==> src/rtl/axi_rdma_mb_pkg.sv <==
// axi_rdma_mb_pkg: shared response codes, FSM states and lane-mask helpers for the read DMA
package rdma_pkg;
  localparam logic [1:0] RESP_OKAY = 2'd0;
  localparam logic [1:0] RESP_EXOKAY = 2'd1;
  localparam logic [1:0] RESP_SLVERR = 2'd2;
  localparam logic [1:0] RESP_DECERR = 2'd3;
  localparam logic [1:0] BURST_INCR = 2'b01;
  typedef enum logic [1:0] {S_IDLE, S_ADDR, S_DRAIN, S_STS} state_t;
  function automatic int clog2(input int v);
    int r = 0;
    for (int i = 0; i < 31; i++) if ((1 << i) < v) r = i + 1;
    return r;
  endfunction
  function automatic logic [15:0] keep_first(input logic [3:0] off);
    return 16'hffff << off;
  endfunction
  function automatic logic [15:0] keep_last(input logic [3:0] end_off);
    return 16'hffff >> (4'd15 - end_off);
  endfunction
endpackage

==> src/rtl/axi_rdma_mb_if.sv <==
// axi_rdma_mb_if: command/status, AXI4 read channels and output stream of the read DMA
interface axi_rdma_mb_if #(
  parameter int ADDRESS_BITS = 32,
  parameter int LENGTH_BITS = 32,
  parameter int DATA_BYTES = 4
);
  logic [ADDRESS_BITS-1:0] cmd_address;
  logic [LENGTH_BITS-1:0] cmd_bytes;
  logic cmd_valid, cmd_ready;
  logic [1:0] sts_resp;
  logic sts_valid, sts_ready;
  logic [3:0] axi_m_arid;
  logic [ADDRESS_BITS-1:0] axi_m_araddr;
  logic [7:0] axi_m_arlen;
  logic [2:0] axi_m_arsize;
  logic [1:0] axi_m_arburst;
  logic axi_m_arvalid, axi_m_arready;
  logic [3:0] axi_m_rid;
  logic [8*DATA_BYTES-1:0] axi_m_rdata;
  logic [1:0] axi_m_rresp;
  logic axi_m_rlast, axi_m_rvalid, axi_m_rready;
  logic [8*DATA_BYTES-1:0] dout_tdata;
  logic [DATA_BYTES-1:0] dout_tkeep;
  logic dout_tlast, dout_tvalid, dout_tready;
  modport master (
    input cmd_address, cmd_bytes, cmd_valid, sts_ready, axi_m_arready,
          axi_m_rid, axi_m_rdata, axi_m_rresp, axi_m_rlast, axi_m_rvalid, dout_tready,
    output cmd_ready, sts_resp, sts_valid, axi_m_arid, axi_m_araddr, axi_m_arlen,
           axi_m_arsize, axi_m_arburst, axi_m_arvalid, axi_m_rready,
           dout_tdata, dout_tkeep, dout_tlast, dout_tvalid
  );
  modport slave (
    output cmd_address, cmd_bytes, cmd_valid, sts_ready, axi_m_arready,
           axi_m_rid, axi_m_rdata, axi_m_rresp, axi_m_rlast, axi_m_rvalid, dout_tready,
    input cmd_ready, sts_resp, sts_valid, axi_m_arid, axi_m_araddr, axi_m_arlen,
          axi_m_arsize, axi_m_arburst, axi_m_arvalid, axi_m_rready,
          dout_tdata, dout_tkeep, dout_tlast, dout_tvalid
  );
endinterface

==> src/rtl/axi_rdma_mb_burst_calc.sv <==
// rdma_burst_calc: beats for the next AR, limited by remaining beats, MAX_BURST and the 4 KiB page end
module rdma_burst_calc
  import rdma_pkg::*;
#(
  parameter int LENGTH_BITS = 32,
  parameter int DATA_BYTES = 4,
  parameter int MAX_BURST = 256
) (
  input logic [11:0] addr_lo,
  input logic [LENGTH_BITS-1:0] remaining,
  output logic [LENGTH_BITS-1:0] burst
);
  localparam int LG = clog2(DATA_BYTES);
  logic [12:0] room;
  logic [LENGTH_BITS-1:0] cap;
  always_comb begin
    room = (13'd4096 - {1'b0, addr_lo}) >> LG;
    cap = room < 13'(MAX_BURST) ? LENGTH_BITS'(room) : LENGTH_BITS'(MAX_BURST);
    burst = remaining < cap ? remaining : cap;
  end
endmodule

==> src/rtl/axi_rdma_mb.sv <==
// axi_rdma_mb: AXI4 read DMA streaming cmd_bytes from cmd_address as one packet,
// with multiple outstanding bursts, 4 KiB splitting and worst-RRESP completion status
module axi_rdma_mb
  import rdma_pkg::*;
#(
  parameter int ADDRESS_BITS = 32,
  parameter int LENGTH_BITS = 32,
  parameter int DATA_BYTES = 4,
  parameter int MAX_BURST = 256,
  parameter int MAX_OUTSTANDING = 4,
  parameter int AXI_ID = 0
) (
  input logic aclk,
  input logic aresetn,
  axi_rdma_mb_if.master bus
);
  localparam int LG = clog2(DATA_BYTES);
  state_t state, state_n;
  logic [ADDRESS_BITS-1:0] next_addr;
  logic [LENGTH_BITS-1:0] remaining, beats, beats_in, dout_beats, burst;
  logic [LENGTH_BITS:0] span;
  logic [3:0] off, in_off, end_off, outstanding;
  logic [15:0] kf, kl;
  logic [1:0] sts_q;
  logic active, last_beat, cmd_hs, ar_hs, r_hs, sts_hs;
  rdma_burst_calc #(.LENGTH_BITS(LENGTH_BITS), .DATA_BYTES(DATA_BYTES), .MAX_BURST(MAX_BURST)) u_calc (
    .addr_lo(next_addr[11:0]),
    .remaining(remaining),
    .burst(burst)
  );
  assign in_off = 4'(bus.cmd_address[LG-1:0]);
  assign span = {1'b0, bus.cmd_bytes} + (LENGTH_BITS+1)'(in_off) + (LENGTH_BITS+1)'(DATA_BYTES - 1);
  assign beats_in = LENGTH_BITS'(span >> LG);
  assign active = state == S_ADDR || state == S_DRAIN;
  assign last_beat = dout_beats == beats - 1'b1;
  assign kf = keep_first(off);
  assign kl = keep_last(end_off);
  assign bus.cmd_ready = state == S_IDLE;
  assign bus.sts_valid = state == S_STS;
  assign bus.sts_resp = sts_q;
  assign bus.axi_m_arid = 4'(AXI_ID);
  assign bus.axi_m_araddr = next_addr;
  assign bus.axi_m_arlen = 8'(burst - 1'b1);
  assign bus.axi_m_arsize = 3'(LG);
  assign bus.axi_m_arburst = BURST_INCR;
  assign bus.axi_m_arvalid = state == S_ADDR && outstanding < 4'(MAX_OUTSTANDING);
  assign bus.axi_m_rready = active & bus.dout_tready;
  assign bus.dout_tvalid = active & bus.axi_m_rvalid;
  assign bus.dout_tdata = bus.axi_m_rdata;
  assign bus.dout_tkeep = (dout_beats == '0 ? kf[DATA_BYTES-1:0] : '1) & (last_beat ? kl[DATA_BYTES-1:0] : '1);
  assign bus.dout_tlast = last_beat;
  assign cmd_hs = bus.cmd_valid & bus.cmd_ready;
  assign ar_hs = bus.axi_m_arvalid & bus.axi_m_arready;
  assign r_hs = bus.axi_m_rvalid & bus.axi_m_rready;
  assign sts_hs = bus.sts_valid & bus.sts_ready;
  always_comb begin
    state_n = state;
    if (cmd_hs) state_n = bus.cmd_bytes == '0 ? S_STS : S_ADDR;
    if (state == S_ADDR && ar_hs && remaining == burst) state_n = S_DRAIN;
    if (state == S_DRAIN && r_hs && last_beat) state_n = S_STS;
    if (sts_hs) state_n = S_IDLE;
  end
  always_ff @(posedge aclk or negedge aresetn)
    if (!aresetn) begin
      state <= S_IDLE;
      next_addr <= '0;
      remaining <= '0;
      beats <= '0;
      dout_beats <= '0;
      off <= '0;
      end_off <= '0;
      outstanding <= '0;
      sts_q <= RESP_OKAY;
    end else begin
      state <= state_n;
      outstanding <= outstanding + 4'(ar_hs) - 4'(r_hs & bus.axi_m_rlast);
      if (cmd_hs) begin
        next_addr <= {bus.cmd_address[ADDRESS_BITS-1:LG], LG'(0)};
        remaining <= beats_in;
        beats <= beats_in;
        dout_beats <= '0;
        off <= in_off;
        end_off <= 4'(LG'(bus.cmd_address[LG-1:0] + bus.cmd_bytes[LG-1:0] - 1'b1));
        sts_q <= RESP_OKAY;
      end
      if (ar_hs) begin
        next_addr <= next_addr + (ADDRESS_BITS'(burst) << LG);
        remaining <= remaining - burst;
      end
      if (r_hs) begin
        dout_beats <= dout_beats + 1'b1;
        if (bus.axi_m_rresp > sts_q) sts_q <= bus.axi_m_rresp;
      end
    end
endmodule

==> src/flat_wrapper.sv <==
// flat-port wrapper written by rule: the top's interface ports become plain ports
module axi_rdma_mb_flat import rdma_pkg::*;
#(
  parameter int ADDRESS_BITS = 32,
  parameter int LENGTH_BITS = 32,
  parameter int DATA_BYTES = 4,
  parameter int MAX_BURST = 256,
  parameter int MAX_OUTSTANDING = 4,
  parameter int AXI_ID = 0
)
  (aclk, aresetn, bus_cmd_address, bus_cmd_bytes, bus_cmd_valid, bus_sts_ready, bus_axi_m_arready, bus_axi_m_rid, bus_axi_m_rdata, bus_axi_m_rresp, bus_axi_m_rlast, bus_axi_m_rvalid, bus_dout_tready, bus_cmd_ready, bus_sts_resp, bus_sts_valid, bus_axi_m_arid, bus_axi_m_araddr, bus_axi_m_arlen, bus_axi_m_arsize, bus_axi_m_arburst, bus_axi_m_arvalid, bus_axi_m_rready, bus_dout_tdata, bus_dout_tkeep, bus_dout_tlast, bus_dout_tvalid);
  axi_rdma_mb_if #(.ADDRESS_BITS(ADDRESS_BITS), .LENGTH_BITS(LENGTH_BITS), .DATA_BYTES(DATA_BYTES)) bus_i ();
  input logic aclk;
  input logic aresetn;
  input wire logic [$bits(bus_i.cmd_address)-1:0] bus_cmd_address;
  input wire logic [$bits(bus_i.cmd_bytes)-1:0] bus_cmd_bytes;
  input wire logic [$bits(bus_i.cmd_valid)-1:0] bus_cmd_valid;
  input wire logic [$bits(bus_i.sts_ready)-1:0] bus_sts_ready;
  input wire logic [$bits(bus_i.axi_m_arready)-1:0] bus_axi_m_arready;
  input wire logic [$bits(bus_i.axi_m_rid)-1:0] bus_axi_m_rid;
  input wire logic [$bits(bus_i.axi_m_rdata)-1:0] bus_axi_m_rdata;
  input wire logic [$bits(bus_i.axi_m_rresp)-1:0] bus_axi_m_rresp;
  input wire logic [$bits(bus_i.axi_m_rlast)-1:0] bus_axi_m_rlast;
  input wire logic [$bits(bus_i.axi_m_rvalid)-1:0] bus_axi_m_rvalid;
  input wire logic [$bits(bus_i.dout_tready)-1:0] bus_dout_tready;
  output wire logic [$bits(bus_i.cmd_ready)-1:0] bus_cmd_ready;
  output wire logic [$bits(bus_i.sts_resp)-1:0] bus_sts_resp;
  output wire logic [$bits(bus_i.sts_valid)-1:0] bus_sts_valid;
  output wire logic [$bits(bus_i.axi_m_arid)-1:0] bus_axi_m_arid;
  output wire logic [$bits(bus_i.axi_m_araddr)-1:0] bus_axi_m_araddr;
  output wire logic [$bits(bus_i.axi_m_arlen)-1:0] bus_axi_m_arlen;
  output wire logic [$bits(bus_i.axi_m_arsize)-1:0] bus_axi_m_arsize;
  output wire logic [$bits(bus_i.axi_m_arburst)-1:0] bus_axi_m_arburst;
  output wire logic [$bits(bus_i.axi_m_arvalid)-1:0] bus_axi_m_arvalid;
  output wire logic [$bits(bus_i.axi_m_rready)-1:0] bus_axi_m_rready;
  output wire logic [$bits(bus_i.dout_tdata)-1:0] bus_dout_tdata;
  output wire logic [$bits(bus_i.dout_tkeep)-1:0] bus_dout_tkeep;
  output wire logic [$bits(bus_i.dout_tlast)-1:0] bus_dout_tlast;
  output wire logic [$bits(bus_i.dout_tvalid)-1:0] bus_dout_tvalid;
  assign bus_i.cmd_address = bus_cmd_address;
  assign bus_i.cmd_bytes = bus_cmd_bytes;
  assign bus_i.cmd_valid = bus_cmd_valid;
  assign bus_i.sts_ready = bus_sts_ready;
  assign bus_i.axi_m_arready = bus_axi_m_arready;
  assign bus_i.axi_m_rid = bus_axi_m_rid;
  assign bus_i.axi_m_rdata = bus_axi_m_rdata;
  assign bus_i.axi_m_rresp = bus_axi_m_rresp;
  assign bus_i.axi_m_rlast = bus_axi_m_rlast;
  assign bus_i.axi_m_rvalid = bus_axi_m_rvalid;
  assign bus_i.dout_tready = bus_dout_tready;
  assign bus_cmd_ready = bus_i.cmd_ready;
  assign bus_sts_resp = bus_i.sts_resp;
  assign bus_sts_valid = bus_i.sts_valid;
  assign bus_axi_m_arid = bus_i.axi_m_arid;
  assign bus_axi_m_araddr = bus_i.axi_m_araddr;
  assign bus_axi_m_arlen = bus_i.axi_m_arlen;
  assign bus_axi_m_arsize = bus_i.axi_m_arsize;
  assign bus_axi_m_arburst = bus_i.axi_m_arburst;
  assign bus_axi_m_arvalid = bus_i.axi_m_arvalid;
  assign bus_axi_m_rready = bus_i.axi_m_rready;
  assign bus_dout_tdata = bus_i.dout_tdata;
  assign bus_dout_tkeep = bus_i.dout_tkeep;
  assign bus_dout_tlast = bus_i.dout_tlast;
  assign bus_dout_tvalid = bus_i.dout_tvalid;
  axi_rdma_mb #(.ADDRESS_BITS(ADDRESS_BITS), .LENGTH_BITS(LENGTH_BITS), .DATA_BYTES(DATA_BYTES), .MAX_BURST(MAX_BURST), .MAX_OUTSTANDING(MAX_OUTSTANDING), .AXI_ID(AXI_ID)) u_core (.aclk(aclk), .aresetn(aresetn), .bus(bus_i));
endmodule
==> config.mk <==
export PLATFORM = sky130hd
export DESIGN_NAME = axi_rdma_mb_flat
export DESIGN_NICKNAME = d
export VERILOG_FILES = /design/src/rtl/axi_rdma_mb_pkg.sv /design/src/rtl/axi_rdma_mb_if.sv /design/src/rtl/axi_rdma_mb_burst_calc.sv /design/src/rtl/axi_rdma_mb.sv /design/src/flat_wrapper.sv
export SDC_FILE = /design/constraint.sdc
export NUM_CORES = 1
export LEC_CHECK = 0
export BUFFER_PORTS_ARGS = -buffer_cell sky130_fd_sc_hd__buf_4
export CAP_MARGIN = 10
export CORE_MARGIN = 2
export CORE_UTILIZATION = 45
export CTS_CLUSTER_DIAMETER = 150
export DETAILED_ROUTE_END_ITERATION = 12
export PLACE_DENSITY = 0.72
export SYNTH_ARGS = -nofsm -noshare
export SYNTH_HDL_FRONTEND = slang
export SYNTH_SLANG_ARGS = --single-unit
==> constraint.sdc <==
create_clock -name aclk -period 15.8 [get_ports aclk]
set_clock_uncertainty 0.1 [all_clocks]
set_input_delay 3.16 -clock aclk [delete_from_list [all_inputs] [get_ports aclk]]
set_output_delay 3.16 -clock aclk [all_outputs]
set_load 0.05 [all_outputs]
==> results.py <==
metrics = {
    "logic_synthesis": {
        "async_flop_share_pct": 100,
        "yosysSeqAreaShare_pct": 30.5,
        "ys_seq_elements": 137,
        "synth_enable_flop_cells": 0,
        "ys_types": 71,
        "yosys_warnings": 0,
        "avgSynthCellArea_um2": 8.07,
        "synthFlopType": "dfrtp_1",
        "synthCells": 1391,
        "syn_area_um2": 11200,
    },
    "run_status": {
        "status": "completed",
    },
    "sta": {
        "post-route-min-period_ps": 10160,
        "slew_headroom_pct": 40.2,
        "finalMaxSlewViolations": 0,
        "finalSetupViolations": 0,
        "fmaxAchievable_ghz": 0.0984,
        "tightest_slew_ps": 889,
        "rsz0062_at_grt": "false",
        "finalCritPeriodShare_pct": 64.3,
        "fin_ws_ps": 5640,
        "fin_setup_tns_ps": 0,
        "final_hold_viol_count": 0,
    },
    "setup_path": {
        "critical_path_required_ps": 12540,
        "worst-path-max-fanout": 21,
        "worst-setup-path-type": "register to primary output",
        "end_kind": "primary output",
        "regToRegStartpoint": "u_core.bus.axi_m_araddr[2]",
        "cp-start-kind": "register",
        "r2r_end": "u_core.remaining[31]",
        "worst_ep_arrival_time_ps": 6900,
        "reg2reg_depth": 25,
        "r2r_slack_ps": 7100,
    },
    "route": {
        "vias": 10300,
        "drt-pass1-iter-count": 5,
        "wl_per_cell_um": 16.1,
        "ant_nets": 0,
        "vias_per_cell": 5.70,
        "drc": 0,
        "drtIter0Drc": 494,
        "wl_um": 29100,
    },
    "floorplan": {
        "dieArea_um2": 26200,
        "start_util_pct": 46.0,
        "pin_count": 203,
        "die_w_um": 162,
        "core-area_um2": 24400,
        "fp-row-count": 57,
        "die_h_um": 162,
    },
    "run": {
        "cap_violations": 0,
    },
    "finish": {
        "fillerInstances": 2302,
        "layout_commonest_cell": "nand2_1",
        "area_growth_pct": 13.8,
        "nNetsFinal": 1649,
        "drive_above_1_share_pct": 12.7,
        "antenna_cells": 0,
        "most-common-layout-cells": "nand2_1, dfrtp_1, buf_4",
    },
    "place": {
        "dp_slack_ps": 6100,
        "dpl.hpwl_um": 21400,
        "port_buffers": 123,
        "place_congestion": 0.876,
    },
    "hold_path": {
        "hold_class": "register to register",
        "holdCritStartpoint": "u_core.remaining[31]",
        "min_to": "u_core.remaining[31]",
        "holdPathStages": 1,
    },
    "clock_tree": {
        "cts_tree": "built",
        "cts_setup_buffers": 0,
        "cts.path.max_buffers": 2,
        "hold_buffers": 0,
        "htree_levels": 4,
        "cts_made_buffers": 17,
        "worstSkewPairLatency_ps": 440,
        "cts_resized": 0,
        "cts_sinks": 137,
        "clkTransAtPathRegs_ps": 60,
        "cts_root_buffer": "clkbuf_16",
    },
    "power": {
        "powerDensity_nw_per_um2": 199,
        "ir_drop_mv": 0.188,
        "power_leakage_uw": 0.00560,
    },
    "global_route": {
        "grt_max_degree": 87,
        "grtUsageTotal_pct": 22.4,
        "grt_remaining_overflow": 0,
        "grt_first_pass_wirelength_um": 48000,
        "grt_pass1_vias": 9802,
        "antenna_found_initial": 0,
    },
}
==> how the worst max path moves through the flow <==
stage                                     from            endpoint  slack, ps  cells after the start
global route        u_core.bus.axi_m_araddr[3]  bus_axi_m_arlen[4]       5230                     20
global placement    u_core.bus.axi_m_araddr[2]  bus_axi_m_arlen[4]       6200                     20
CTS                 u_core.bus.axi_m_araddr[2]  bus_axi_m_arlen[4]       5630                     20
finish              u_core.bus.axi_m_araddr[2]  bus_axi_m_arlen[4]       5640                     20
floorplan           u_core.bus.axi_m_araddr[2]  bus_axi_m_arlen[4]       5820                     23
detailed placement  u_core.bus.axi_m_araddr[2]  bus_axi_m_arlen[4]       6100                     20
==> where the power goes <==
part / switching (µW) / internal (µW)
Sequential: 178 / 484
Combinational: 893 / 563
Clock: 173 / 256
==> cells in the mapped netlist, drive strengths merged (31+ instances only) <==
library cell	number	share of area, %
nand2	165	5.5
dfrtp	137	31
o21ai	110	4.9
nor2	96	3.2
ha	69	7.7
inv	65	2.2
a21oi	63	2.8
xnor2	63	4.9
nand3	62	2.8
clkbuf	54	1.8
buf	49	3.3
xor2	47	3.7
o211ai	31	2.1
==> cell type report <==
type                    count  area, µm²  share of cell area, %
clock inverters            14        184                   1.44
well taps                 324        405                   3.17
multi-input cells        1116       7110                   55.6
flip-flops and latches    137       3430                   26.8
clock buffers              18        439                   3.44
repair buffers            129        972                   7.61
inverters                  65        244                   1.91
==> worst max-delay path, cell delays in order, from the launching register on <==
cell and delay (ps):
dfrtp_1 480, inv_1 100, ha_1 190, or4b_2 640
or4_1 480, or3b_2 460, a21boi_1 670, nand3_1 360
ha_1 290, a21o_1 170, a21o_1 170, a21oi_1 150
o21ai_0 90, nor2_1 240, nand2_1 480, a31oi_1 440
ha_1 330, nand2_1 90, xnor2_1 130, o21ai_0 240
buf_4 260
==> per-layer routing <==
metal  GRT usage (%)  vias up  part of all wire (%)
li1                -     5116                     -
met1            28.9     4891                    45
met2            38.1      239                    48
met3            3.78       33                   4.4
met4            7.48        0                   2.3
met5               0        -                     0
==> flip-flops by register name (all words and copies together), names as in the netlist <==
name and flops:
u_core.off 2, u_core.end_off 2, u_core.bus.axi_m_araddr 30, u_core.bus.sts_resp 2
u_core.state 2, u_core.outstanding 4, u_core.beats 31, u_core.dout_beats 32
u_core.remaining 32
==> through the flow <==
stage          instance area [µm²]  util [%]  power (µW)  hold slack [ps]  std cells
4_1_cts                      12800      52.4        2540              387       1803
3_5_place_dp                 12200      49.8        2100              376       1771
5_1_grt                      12800      52.4        2740              406       1803
6_report                     12800      52.4        2550              386       1803
3_3_place_gp                 12200      49.8        2060              359       1771
2_1_floorplan                11300         -        1760              347       1421
==> logic make-up (layout without fill, tap and decap cells) <==
kind of cell	Yosys count	in the layout	share of synthesized area, %
AND/OR/NAND/NOR	530	530	23.6
AO/OA/AOI/OAI	353	353	19.9
buffers and inverters	168	226	7.25
flip-flops	137	137	30.5
XOR/XNOR	110	110	8.58
adder cells (fa/ha/maj)	73	73	8.40
multiplexers	18	18	1.66
other	2	32	0.0669
(Power assumes the default switching activity.)
